===== src/rtl/seq_chunk_adder.sv =====
// rtl/seq_chunk_adder.sv - multi-cycle chunked adder with registered inter-slice carry
module seq_chunk_adder #(
    parameter int WIDTH = 16,
    parameter int CHUNK = 4
) (
    input  logic             clk,
    input  logic             rst,
    input  logic             start,
    input  logic [WIDTH-1:0] a,
    input  logic [WIDTH-1:0] b,
    input  logic             c_in,
    output logic             busy,
    output logic             done,
    output logic [WIDTH-1:0] sum,
    output logic             c_out,
    output logic             ovf
);
    localparam int N     = WIDTH / CHUNK;
    localparam int IDX_W = (N > 1) ? $clog2(N) : 1;
    localparam int POS_W = (WIDTH > 1) ? $clog2(WIDTH) : 1;
    localparam logic [IDX_W-1:0] LAST_IDX = IDX_W'(N - 1);

    typedef enum logic {
        IDLE = 1'b0,
        RUN  = 1'b1
    } state_t;

    state_t           state;
    state_t           state_next;

    logic [WIDTH-1:0] a_r;
    logic [WIDTH-1:0] b_r;
    logic [WIDTH-1:0] acc;
    logic [WIDTH-1:0] acc_merged;
    logic             cy;
    logic [IDX_W-1:0] idx;
    logic [POS_W-1:0] pos;
    logic [CHUNK-1:0] a_s;
    logic [CHUNK-1:0] b_s;
    logic [CHUNK-1:0] slice;
    logic             cy_next;
    logic             ovf_next;
    logic             last;

    assign pos  = POS_W'(int'(idx) * CHUNK);
    assign last = (idx == LAST_IDX);

    // The only carry path is CHUNK bits wide; cy carries it between cycles.
    always_comb begin
        a_s                      = a_r[pos +: CHUNK];
        b_s                      = b_r[pos +: CHUNK];
        {cy_next, slice}         = {1'b0, a_s} + {1'b0, b_s} + {{CHUNK{1'b0}}, cy};
        acc_merged               = acc;
        acc_merged[pos +: CHUNK] = slice;
    end

    // Carry into the slice MSB is recovered from its sum bit and operand bits.
    assign ovf_next = slice[CHUNK-1] ^ a_s[CHUNK-1] ^ b_s[CHUNK-1] ^ cy_next;

    always_ff @(posedge clk) begin
        if (rst) begin
            state <= IDLE;
        end else begin
            state <= state_next;
        end
    end

    always_comb begin
        state_next = state;
        case (state)
            IDLE: if (start) state_next = RUN;
            RUN:  if (last)  state_next = IDLE;
            default: state_next = IDLE;
        endcase
    end

    always_comb begin
        busy = (state == RUN);
    end

    always_ff @(posedge clk) begin
        if (rst) begin
            a_r   <= '0;
            b_r   <= '0;
            acc   <= '0;
            cy    <= 1'b0;
            idx   <= '0;
            done  <= 1'b0;
            sum   <= '0;
            c_out <= 1'b0;
            ovf   <= 1'b0;
        end else begin
            done <= 1'b0;
            case (state)
                IDLE: begin
                    if (start) begin
                        a_r <= a;
                        b_r <= b;
                        cy  <= c_in;
                        idx <= '0;
                    end
                end
                RUN: begin
                    acc <= acc_merged;
                    cy  <= cy_next;
                    if (last) begin
                        idx   <= '0;
                        sum   <= acc_merged;
                        c_out <= cy_next;
                        ovf   <= ovf_next;
                        done  <= 1'b1;
                    end else begin
                        idx <= idx + 1'b1;
                    end
                end
                default: ;
            endcase
        end
    end
endmodule


===== config.mk =====
export PLATFORM = sky130hd
export DESIGN_NAME = seq_chunk_adder
export DESIGN_NICKNAME = d
export VERILOG_FILES = /design/src/rtl/seq_chunk_adder.sv
export SDC_FILE = /design/constraint.sdc
export NUM_CORES = 1
export LEC_CHECK = 0
export ABC_AREA = 1
export CORE_AREA = 2 2 86 88
export DETAILED_ROUTE_END_ITERATION = 8
export DIE_AREA = 0 0 88 90
export HOLD_SLACK_MARGIN = 0.02
export PLACE_DENSITY = 0.79
export SLEW_MARGIN = 20
export SYNTH_ARGS = -nofsm -noshare
export SYNTH_HDL_FRONTEND = slang
export SYNTH_SLANG_ARGS = --single-unit

===== constraint.sdc =====
create_clock -name clk -period 2.47 [get_ports clk]
set_clock_uncertainty 0.2 [all_clocks]
set_input_delay 0.494 -clock clk [delete_from_list [all_inputs] [get_ports clk]]
set_output_delay 0.494 -clock clk [all_outputs]
set_load 0.01 [all_outputs]

==> summary.txt <==
Floorplan
  – # rows: 31
  – Die W: 88 µm
  – Initial Util: 0.4694
  – Core area: 7020 µm²
  – Die footprint: 7920 µm²
  – # IOs: 56
  – Vert. Die Dim: 90 µm

Critical path
  – Reg2Reg Depth: 10
  – CP Class: reg2reg
  – Reg2reg setup slack: 0.08 ns
  – Required time worst endpoint: 2.56 ns
  – CP Max Fanout: 8
  – Reg2reg start: idx[0]
  – Crit path DAT: 2.48 ns
  – Reg2reg end: sum[13]
  – CP startpoint kind: flop
  – CP Capture Type: flop

Synth
  – Async set-reset flop share out of synthesis: 0
  – Seq/Total Area, Yosys: 0.4313
  – Synth Instances: 453
  – Syn Nets: 500
  – Synthesis warning total: 0
  – Synth top area share: 0.4313
  – Largest area contributor in the netlist: dfxtp_1
  – EDFF count, synth: 0
  – Most used DFF post-synth: dfxtp_1
  – Mapped Area: 3296 µm²
  – Netlist cell types: 30
  – Yosys reg bits: 71
  – Synthesized area per cell: 7.275 µm²
  – Synth area leaders: dfxtp_1 (43%), nor2_1 (9.5%), nand2_1 (9.1%)

STA
  – RSZ-0062 raised after global routing: true
  – Max_slew headroom: 0.6850
  – Final Hold Fails: 0
  – Hold slack: 0.2534 ns
  – Worst slew pin tran: 0.4719 ns
  – Max-slew violation count: 0
  – Max Clock Freq: 418.1 MHz
  – Tcrit/Tclk final: 0.9683
  – Post-route minimum period: 2.392 ns
  – Final number of setup-violating endpoints: 0
  – Setup slack after layout: 0.07836 ns

CTS
  – Root Buffer: clkbuf_8
  – CTS buffer count: 9
  – CTS tree: yes
  – Worst-Skew Late Latency: 0.34 ns
  – CTS H-tree depth: 3
  – Clk pin slew, worst setup/hold paths: 0.07 ns
  – Clock buffer depth: 2
  – Clk sinks: 71
  – Hold buffers post-CTS: 0

GRT
  – Global-route usage over all layers: 0.2028
  – Initial antenna violation count: 0
  – First-pass GRT wire length: 13080 µm
  – Vias in the first global route: 2981
  – Largest net degree at the start of global routing: 33
  – Remaining Overflow, GRT: 0

Placement
  – HPWL Detailed: 5537 µm
  – Global placement routability congestion: 0.8685
  – Place WS: -0.01025 ns
  – Placed cell area: 3995 µm²
  – Number of port buffers: 55

Worst hold path
  – Critical hold path startpoint: ovf
  – Worst hold path depth: 2
  – Min-Delay Path Class: reg2reg
  – Hold Path End: ovf

Layout
  – Share of cells above drive strength 1: 0.1547
  – Footprint of the multi-input gates: 1662 µm²
  – Design area: 4277 µm²
  – Final core occ: 0.6092
  – Inserted Diodes: 0
  – Final net count: 560
  – Filler Cell Count: 631
  – Commonest cells after routing, fill and taps aside: nor2_1 (80), nand2_1 (76), dfxtp_1 (69), clkdlybuf4s50_1 (55), inv_1 (43)
  – Commonest non-fill, non-tap cell in the layout: nor2_1
  – P&R area growth vs syn: 29.76%
  – Reg area: 1429 µm²

Power
  – Switch share: 0.2908
  – P_sw: 0.0007836 W
  – Clock power share: 0.324
  – Power per cell area: 630.2 nW/µm²
  – Flop pwr share: 0.464
  – Combinational power share: 0.213
  – Peak supply drop: 0.3233 mV
  – P_int: 0.001911 W
  – Leak: 1.916 nW

Route
  – DRC viols: 0
  – DRT Pass-1 Iters: 4
  – Vias: 3102
  – Antenna-violating nets left: 0
  – Wire length per cell: 12.38 µm
  – Initial DRC Count: 171
  – Vias/cell: 5.036
  – Final wirelength: 7624 µm

Outcome
  – Status: finished, final reports clean

Run
  – # Max-Cap Violations: 0
[cell type report]
| type | count | area share |
|---|---|---|
| Sequential cell | 71 | 0.3341 |
| Clock inverter | 4 | 0.01112 |
| Inverter | 54 | 0.04857 |
| Timing Repair Buffer | 70 | 0.1580 |
| Multi-Input combinational cell | 307 | 0.3885 |
| Tap cell | 99 | 0.02896 |
| Clock buffer | 11 | 0.03072 |
[Yosys cell counts (2+ instances only)]
master and n:
dfxtp_1 71, o211ai_1 2, a32oi_1 2, nand3_2 4, nand4_1 2, buf_2 9
fa_1 2, buf_4 2, o21ai_0 44, a22o_1 8, buf_6 3, o21ai_1 16
nand2_1 80, inv_1 45, nand2_2 5, o22ai_1 11, clkbuf_1 6, ha_1 9
nor2_1 83, nand3_1 14, inv_2 9, nor2_4 3, a21oi_1 16
[metal layers]
layer | part of all wire | global-route usage | vias up | routed length, µm
li1 | - | - | 1581 | -
met1 | 0.46 | 0.2575 | 1430 | 3492
met2 | 0.48 | 0.3270 | 74 | 3640
met3 | 0.042 | 0.04500 | 17 | 324
met4 | 0.022 | 0.08590 | 0 | 166
met5 | 0 | 0 | - | 0
[worst max path at each step]
stage | slack (ns) | depth (start not counted) | from | endpoint
final | 0.08 | 10 | idx[0] | sum[13]
after global routing | -0.04 | 14 | idx[0] | sum[14]
after CTS | 0.007 | 10 | idx[0] | sum[5]
after detailed placement | -0.01 | 13 | idx[1] | sum[10]
after global placement | 0.08 | 14 | idx[1] | acc[6]
after floorplan | -0.01 | 12 | idx[0] | sum[5]
[registers in the layout (all words and copies together) (netlist names)]
signal and cells:
a_r 16, acc 16, b_r 16, sum 16
idx 2, busy 1, c_out 1, cy 1
done 1, ovf 1
[critical path, cell delays in order (launching register included)]
cell	delay (ns)
dfxtp_4	0.36
buf_4	0.16
o21ai_2	0.13
o22ai_2	0.10
fa_2	0.41
inv_2	0.07
fa_2	0.45
nor2_2	0.13
nand2_2	0.08
o22ai_2	0.12
a22o_1	0.14
[power by group through the flow]
stage / clock (W) / sequential [W] / combinational, W
after CTS: 0.000886 / 0.00125 / 0.000527
after floorplan: 0 / 0.00126 / 0.000368
after global routing: 0.000942 / 0.00125 / 0.000647
final: 0.000872 / 0.00125 / 0.000573
after detailed placement: 0 / 0.00127 / 0.000523
after global placement: 0 / 0.00127 / 0.000506
[cell families (layout without fill, tap and decap cells)]
logic type | count (synthesis) | after routing | synth area share
AOI/OAI and AO/OA | 103 | 103 | 0.1784
DFF | 71 | 71 | 0.4313
buffers and inverters | 75 | 139 | 0.09794
adders and majority gates | 11 | 11 | 0.04632
and+or+nand+nor | 193 | 193 | 0.2460
[through the flow]
stage               std cells  power [W]  setup TNS (ns)
floorplan                 453   0.001633        -0.02304
global placement          599   0.001779               0
detailed placement        599   0.001796        -0.03648
CTS                       614   0.002661               0
global route              616   0.002843         -0.2269
finish                    616   0.002695               0
[what timing repair did]
| item | in CTS | in global routing |
|---|---|---|
| pin swaps | 0 | 5 |
| setup endpoints to repair | 9 | 24 |
| setup buffers | 0 | 2 |
| gates resized for setup | 3 | 25 |
Note: power is estimated with default switching activity, not from simulation.
